### config.mk
export PLATFORM = sky130hd
export DESIGN_NAME = time_keeper
export DESIGN_NICKNAME = d
export VERILOG_FILES = /design/src/rtl/time_keeper.sv
export SDC_FILE = /design/constraint.sdc
export NUM_CORES = 1
export LEC_CHECK = 0
export CORE_ASPECT_RATIO = 2
export CORE_MARGIN = 10
export CORE_UTILIZATION = 43
export DETAILED_ROUTE_END_ITERATION = 10
export MAX_ROUTING_LAYER = met4
export PLACE_DENSITY = 0.67
export SYNTH_ARGS = -nofsm -noshare
export SYNTH_HDL_FRONTEND = slang
export SYNTH_SLANG_ARGS = --single-unit
### constraint.sdc
create_clock -name clk5MHz -period 3.4 [get_ports clk5MHz]
set_input_delay 0.34 -clock clk5MHz [delete_from_list [all_inputs] [get_ports clk5MHz]]
set_output_delay 0.34 -clock clk5MHz [all_outputs]
set_load 0.03 [all_outputs]
### src/rtl/time_keeper.sv
// Alarm-clock time keeper: turns minute/hour pulses into a 24-hour time of day,
// holds a settable alarm time and drives the ringing flag with a minute-based timeout.
module time_keeper #(
    parameter int USE_HOUR_PULSE   = 1,
    parameter int ALARM_RESET_HOUR = 6,
    parameter int ALARM_RESET_MIN  = 0,
    parameter int RING_MINUTES     = 5
) (
    input  logic       clk5MHz,
    input  logic       reset,
    input  logic       pulse1min,
    input  logic       pulse1hour,
    input  logic       set_time,
    input  logic       set_alarm,
    input  logic       inc_min,
    input  logic       inc_hour,
    input  logic       alarm_enable,
    input  logic       alarm_off,
    output logic [4:0] cur_hour,
    output logic [5:0] cur_min,
    output logic [4:0] alarm_hour,
    output logic [5:0] alarm_min,
    output logic       alarm_ringing
);
    localparam int I_MIN   = 0;
    localparam int I_HOUR  = 1;
    localparam int I_STIME = 2;
    localparam int I_SALRM = 3;
    localparam int I_IMIN  = 4;
    localparam int I_IHOUR = 5;
    localparam int I_AEN   = 6;
    localparam int I_AOFF  = 7;

    localparam logic [4:0] RST_AHOUR  = 5'(ALARM_RESET_HOUR);
    localparam logic [5:0] RST_AMIN   = 6'(ALARM_RESET_MIN);
    localparam logic [5:0] RING_LIMIT = 6'(RING_MINUTES);

    logic [7:0] w_in;
    logic [7:0] r_sync1, r_sync2, r_prev;
    logic [7:0] w_rise;

    logic [4:0] r_cur_hour, r_alarm_hour, w_hour_next, w_ahour_next;
    logic [5:0] r_cur_min, r_alarm_min, w_min_next, w_amin_next;
    logic [5:0] r_ring_cnt;
    logic       r_ring, r_match_pend;

    logic w_mode_time, w_mode_alarm, w_en;
    logic w_min_tick, w_hour_tick, w_time_tick;
    logic w_match, w_ring_stop;

    function automatic logic [5:0] min_wrap(input logic [5:0] v);
        return (v == 6'd59) ? 6'd0 : v + 6'd1;
    endfunction

    function automatic logic [4:0] hour_wrap(input logic [4:0] v);
        return (v == 5'd23) ? 5'd0 : v + 5'd1;
    endfunction

    assign w_in = {alarm_off, alarm_enable, inc_hour, inc_min,
                   set_alarm, set_time, pulse1hour, pulse1min};

    always_ff @(posedge clk5MHz) begin
        if (reset) begin
            r_sync1 <= '0;
            r_sync2 <= '0;
            r_prev  <= '0;
        end else begin
            r_sync1 <= w_in;
            r_sync2 <= r_sync1;
            r_prev  <= r_sync2;
        end
    end

    assign w_rise       = r_sync2 & ~r_prev;
    assign w_mode_time  = r_sync2[I_STIME];
    assign w_mode_alarm = r_sync2[I_SALRM] & ~r_sync2[I_STIME];
    assign w_en         = r_sync2[I_AEN];
    assign w_min_tick   = w_rise[I_MIN] & ~w_mode_time;

    // Hours either follow the external hour pulse or carry out of minute 59.
    generate
        if (USE_HOUR_PULSE != 0) begin : g_hour_pulse
            assign w_hour_tick = w_rise[I_HOUR] & ~w_mode_time;
        end else begin : g_hour_carry
            assign w_hour_tick = w_min_tick & (r_cur_min == 6'd59);
        end
    endgenerate

    assign w_time_tick = w_min_tick | w_hour_tick;

    always_comb begin
        w_min_next   = r_cur_min;
        w_hour_next  = r_cur_hour;
        w_amin_next  = r_alarm_min;
        w_ahour_next = r_alarm_hour;
        if (w_mode_time) begin
            if (w_rise[I_IMIN])  w_min_next  = min_wrap(r_cur_min);
            if (w_rise[I_IHOUR]) w_hour_next = hour_wrap(r_cur_hour);
        end else begin
            if (w_min_tick)  w_min_next  = min_wrap(r_cur_min);
            if (w_hour_tick) w_hour_next = hour_wrap(r_cur_hour);
            if (w_mode_alarm) begin
                if (w_rise[I_IMIN])  w_amin_next  = min_wrap(r_alarm_min);
                if (w_rise[I_IHOUR]) w_ahour_next = hour_wrap(r_alarm_hour);
            end
        end
    end

    always_ff @(posedge clk5MHz) begin
        if (reset) begin
            r_cur_hour   <= '0;
            r_cur_min    <= '0;
            r_alarm_hour <= RST_AHOUR;
            r_alarm_min  <= RST_AMIN;
        end else begin
            r_cur_hour   <= w_hour_next;
            r_cur_min    <= w_min_next;
            r_alarm_hour <= w_ahour_next;
            r_alarm_min  <= w_amin_next;
        end
    end

    // Only a counting tick can arm the alarm; the match is registered so ringing
    // trails the time update by one cycle, and an alarm_off rise on either cycle vetoes it.
    assign w_match = w_time_tick & w_en & ~w_rise[I_AOFF]
                   & (w_hour_next == r_alarm_hour) & (w_min_next == r_alarm_min);
    assign w_ring_stop = w_rise[I_AOFF] | ~w_en | (r_ring_cnt == RING_LIMIT);

    always_ff @(posedge clk5MHz) begin
        if (reset) begin
            r_match_pend <= 1'b0;
            r_ring       <= 1'b0;
            r_ring_cnt   <= '0;
        end else begin
            r_match_pend <= w_match;
            if (r_ring) begin
                if (w_ring_stop) begin
                    r_ring     <= 1'b0;
                    r_ring_cnt <= '0;
                end else if (w_min_tick) begin
                    r_ring_cnt <= r_ring_cnt + 6'd1;
                end
            end else if (r_match_pend & w_en & ~w_rise[I_AOFF]) begin
                r_ring     <= 1'b1;
                r_ring_cnt <= '0;
            end
        end
    end

    assign cur_hour      = r_cur_hour;
    assign cur_min       = r_cur_min;
    assign alarm_hour    = r_alarm_hour;
    assign alarm_min     = r_alarm_min;
    assign alarm_ringing = r_ring;
endmodule

== After elaboration in Yosys (flattened, before gate mapping) ==
Cells that the tools add are included.

* Flip-flop bits (word level): 54
* Output and inout bits: 23

* Mux-type cells: 17
* Reductions and logical operators: 4
* $add $sub $neg: 5
* Equality and inequality tests: 8
* Bitwise operators: 17

{| class="wikitable"
|+ Operators with widths
! operator !! number
|-
| $mux W6 || 9
|-
| $mux W5 || 5
|-
| $add A6 B1 Y6 const B || 3
|-
| $eq A6 B6 Y1 const B || 2
|-
| $add A5 B1 Y5 const B || 2
|-
| $eq A5 B5 Y1 const B || 2
|-
| $and A1 B1 Y1 || 9
|-
| $and A8 B8 Y8 || 1
|-
| $not A8 Y8 || 1
|-
| $eq A6 B3 Y1 const B || 1
|-
| $eq A6 B6 Y1 || 1
|-
| $reduce_and A3 Y1 || 2
|-
| $eq A5 B5 Y1 || 1
|-
| $mux W1 || 3
|-
| $ne A3 B1 Y1 const B || 1
|-
| $not A1 Y1 || 3
|-
| $or A1 B1 Y1 || 3
|-
| $reduce_and A2 Y1 || 1
|-
| $reduce_bool A2 Y1 || 1
|}

== Depth between registers and ports, before layout ==
* Word-level depth: 8
* Mapped depth: 8
* Depth with buffers taken out: 8

== Worst setup path after synthesis ==
No wires, ideal clock.

* Path type: register to register
* Start: register r_cur_min[0], in the netlist cur_min[0]
* End: register r_match_pend
* Arrival: 1,936 ps
* Period minus slack after synthesis: 2,024 ps
* Required time: 3,312 ps
* Cell stages (with the launch flop): 8
* Path buffers: 0
* Setup slack: 1,376 ps
* Setup time: 88 ps
* Path through: dfxtp_1 > ha_1 > and2b_1 > a32oi_1 > o21ai_0 > o31a_1 > a2111o_1 > nor4_2

* Longest elaborated chain between the ends: 6
* Elaborated cells on any way between the ends: 8

{| class="wikitable"
|+ RTL lines
! what !! RTL line !! source
|-
| start: declaration || 43 || <nowiki>logic [5:0] r_cur_min, r_alarm_min, w_min_next, w_amin_next;</nowiki>
|-
| start signal: assignment || 117 || <nowiki>r_cur_min <= w_min_next;</nowiki>
|-
| $add A6 B1 Y6 / $eq A6 B6 Y1 (equally long branches) || 52 || <nowiki>return (v == 6'd59) ? 6'd0 : v + 6'd1;</nowiki>
|-
| $mux W6 || 52 ||
|-
| $mux W6, on equally long branches || 100, 97 ||
|-
| $mux W6 * || 96 || <nowiki>if (w_mode_time) begin</nowiki>
|-
| $eq A6 B6 Y1 * || 126 || <nowiki>& (w_hour_next == r_alarm_hour) & (w_min_next == r_alarm_min);</nowiki>
|-
| $and A1 B1 Y1 * || 126 ||
|-
| end signal: assignment || 135 || <nowiki>r_match_pend <= w_match;</nowiki>
|-
| end: declaration || 45 || <nowiki>logic r_ring, r_match_pend;</nowiki>
|}

Mark *: on every way between the ends. The rest lies on a longest branch, timed or not.
A chain may end at the register's enable or synchronous reset.

== Final worst setup path ==
* Start: register r_sync2[2]
* End: register r_match_pend

* Longest elaborated chain between the ends: 7
* Elaborated cells on any way between the ends: 14

{| class="wikitable"
|+ RTL lines
! what !! RTL line !! source
|-
| start: declaration || 39 || <nowiki>logic [7:0] r_sync1, r_sync2, r_prev;</nowiki>
|-
| start signal: assignment || 69 || <nowiki>r_sync2 <= r_sync1;</nowiki>
|-
| $not A1 Y1 (no line) || - ||
|-
| $and A1 B1 Y1, on equally long branches || 83, 78 ||
|-
| $mux W5 / $or A1 B1 Y1 (equally long branches) || 101, 89 ||
|-
| $mux W5 / $and A1 B1 Y1 (equally long branches) || 96, 125 ||
|-
| $eq A5 B5 Y1 / $and A1 B1 Y1 (equally long branches) || 126, 125 ||
|-
| $and A1 B1 Y1 || 126 ||
|-
| $and A1 B1 Y1 * || 126 ||
|}

Marked as above.

==> flow_summary_export.csv <==
group,metric,value,unit
run_status,status,"finished, final reports clean",
drt,wl_met2,2.576,mm
logic_synthesis,synthMuxAreaShare,5.083,%
clock_network,cts_tree,"built",
logic_synthesis,synth_compound_area_share,10.50,%
die,num_rows,37,
global_route,grt_max_degree,21,
logic_synthesis,syn_area,2265,µm²
die,core_area,5139,µm²
die,die_x,71.32,µm
sta,timing.final.crit_period,2.177,ns
global_route,grt_pass1_wl,8.266,mm
clock_network,cts-buffers-inserted,5,
sta,fin_crit_sh,64.03,%
drt,wl_met1,1.856,mm
logic_synthesis,synthSimpleGateAreaFrac,25.25,%
power,vdd_ir_drop_max,413.0,µV
logic_synthesis,synth_area_leaders,"dfxtp_1, nor2b_1, xor2_1, nor2_1, mux2i_1",
die,fp.dieArea,8745,µm²
clock_network,root_buffer,"clkbuf_8",
global_route,antenna_found_initial,0,
place,place_hpwl,3.653,mm
logic_synthesis,ys_seq_area_share,45.08,%
logic_synthesis,synth_top_area_share,45.08,%
hold_path,hold_class,"reg -> reg",
sta,setup_tns,0,ns
die,die_h,122.6,µm
worst_setup_path,cp-end-kind,"flip-flop",
drt,wl_met3,158,µm
sta,finalHoldViolations,0,
place,portBuffers,32,
logic_synthesis,netlist_instances,233,
drt,antenna_left,0,
logic_synthesis,synth_top_family_by_area,"simple AND/OR/NAND/NOR gates",
logic_synthesis,ys.flop_type,"dfxtp_1",
job,drv_cap,0,
sta,finalSetupViolCount,0,
clock_network,ctsHoldBuffers,0,
clock_network,clk_latency,0.31,ns
place,gp_congestion,0.7741,
finish,layout-drive-gt1-share,8.550,%
logic_synthesis,synthAdderAreaFrac,3.315,%
place,dp.cells,319,
sta,max_slew_margin,47.95,%
drt,dr.pass1.iters,4,
logic_synthesis,ys_types,49,
sta,grt_setup_unrepaired,"no",
clock_network,cts-resized-gates,0,
drt,maxUsedRoutingLayer,"met4",
logic_synthesis,synth_edf_count,0,
drt,drt_iter0_drc,83,
logic_synthesis,yosys.area_share.xor_xnor,8.122,%
drt,avgRoutedWirePerCell,14.35,µm
finish,syn2layout_area_growth,21.71,%
worst_setup_path,crit_path_start_kind,"flip-flop",
logic_synthesis,ys_warn_count,0,
finish,antenna_cells,0,
drt,routed_wl,4.694,mm
logic_synthesis,synth-seq-cells,51,
clock_network,h-tree-depth,2,
worst_setup_path,cp_max_fo,9,
drt,vias,1717,
finish,fin_cells,327,
logic_synthesis,synth_top_area_cell,"dfxtp_1",
global_route,grt_usage,11.78,%
clock_network,clk_pin_slew,0.10,ns
logic_synthesis,syn_avg_cell_area,9.720,µm²
drt,vias_per_cell,5.251,
finish,nets,284,
die,ios,33,
logic_synthesis,ys_async_sr_fraction,0,%
worst_setup_path,arrival,2.40,ns
worst_setup_path,cp.required,3.62,ns
sta,clock.fmax,459.4,MHz
sta,worst_pin_slew,0.7707,ns
global_route,grt_pass1_vias,1755,
worst_setup_path,path_class,"reg -> reg",
die,floorplan.initialDensity,44.07,%
clock_network,clkSinkCount,51,
place,post-place-ws,1.223,ns
drt,drc,0,
logic_synthesis,syn_nets,249,
global_route,overflow,0,
power,p_leak,0.9973,nW
sta,setup_ws,1.223,ns
sta,slew_violations,0,
clock_network,clk_path_buf_depth,2,
sta,clock_skew,0.01238,ns
power,powerDensity,405.1,nW/µm²
clock_network,postCtsSetupBuffers,0,
per-stage QoR:
| step | util (%) | instance area (µm²) | hold slack [ns] | power (mW) |
|---|---|---|---|---|
| after floorplan | - | 2265 | 0.4138 | 0.6722 |
| after global placement | 51.35 | 2639 | 0.4165 | 0.6954 |
| after detailed placement | 51.35 | 2639 | 0.4204 | 0.6962 |
| after CTS | 53.64 | 2756 | 0.4357 | 1.124 |
| after global routing | 53.64 | 2756 | 0.4590 | 1.159 |
| final | 53.64 | 2756 | 0.4287 | 1.117 |
cells in the mapped netlist, drive strengths merged (6+ instances only):
| master | number |
|---|---|
| o21ai | 6 |
| a21oi | 11 |
| nand3 | 6 |
| ha | 6 |
| xnor2 | 9 |
| xor2 | 12 |
| mux2i | 10 |
| inv | 9 |
| nor2 | 26 |
| nand4 | 6 |
| nand2 | 11 |
| dfxtp | 51 |
| nor2b | 23 |
report_power, final:
part | switching (mW) | internal, mW | leakage (nW) | total, mW
clock network | 0.197 | 0.238 | 0.0612 | 0.436
logic | 0.0310 | 0.0314 | 0.521 | 0.0624
registers | 0.00906 | 0.610 | 0.415 | 0.619
area by class of cell:
cell class,instances,area (µm²)
fillers,478,2382
multi-input cells,168,1184
flip-flops and latches,51,1021
repair buffers,33,327.8
clock buffers,6,82.58
well taps,58,72.57
clock inverters,2,35.03
inverters,9,33.78
critical path: stages, from the launching register on:
cell	delay [ns]
dfxtp_1	0.42
or3b_4	0.45
a21oi_2	0.18
mux2i_2	0.29
xnor2_1	0.09
a2111o_1	0.39
nor4_2	0.26
routing by layer:
| layer | up-vias | global-route usage (%) |
|---|---|---|
| met5 | - | - |
| met4 | 0 | 5.353 |
| met3 | 9 | 2.666 |
| met2 | 28 | 20.84 |
| met1 | 800 | 11.89 |
| li1 | 880 | - |
state kept, by name, indices dropped and copies added (netlist names):
register,count
alarm_ringing,1
r_match_pend,1
cur_hour,5
alarm_hour,5
alarm_min,6
r_prev,5
cur_min,6
r_sync2,8
r_sync1,8
r_ring_cnt,6
layout by cell type, fill, tap and decap left out, drive strengths merged, types with 2 or more instances in the layout:
cell and n:
and4bb 2, clkbuf 6, nand3 6, o21ai 6, a31oi 3, nand3b 3, a21oi 11, inv 9
nor2 26, dfxtp 51, nand4 6, ha 6, nor2b 23, nand2b 2, xor2 12, nand2 11
nor4 3, mux2i 10, xnor2 9, clkdlybuf4s50 32, o2111ai 2, or3b 3, and3 4
logic make-up (layout without fill, tap and decap cells):
kind of cell             Yosys count  in the layout
multiplexers                      11             11
buffers and inverters             14             50
XOR/XNOR                          21             21
AND/OR/NAND/NOR                   96             96
AO/OA/AOI/OAI                     34             34
adder cells (fa/ha/maj)            6              6
flip-flops                        51             51
path summary, 6_finish.rpt:
| kind | startpoint | to | slack (ns) | cells past startpoint |
|---|---|---|---|---|
| setup / recovery | r_sync2[2] | r_match_pend | 1.22 | 6 |
| hold reg to reg | r_sync1[7] | r_sync2[7] | 0.43 | 1 |
| setup reg to reg | r_sync2[2] | r_match_pend | 1.22 | 6 |
| hold / removal | r_sync1[7] | r_sync2[7] | 0.43 | 1 |
Note: power is estimated with default switching activity, not from simulation.
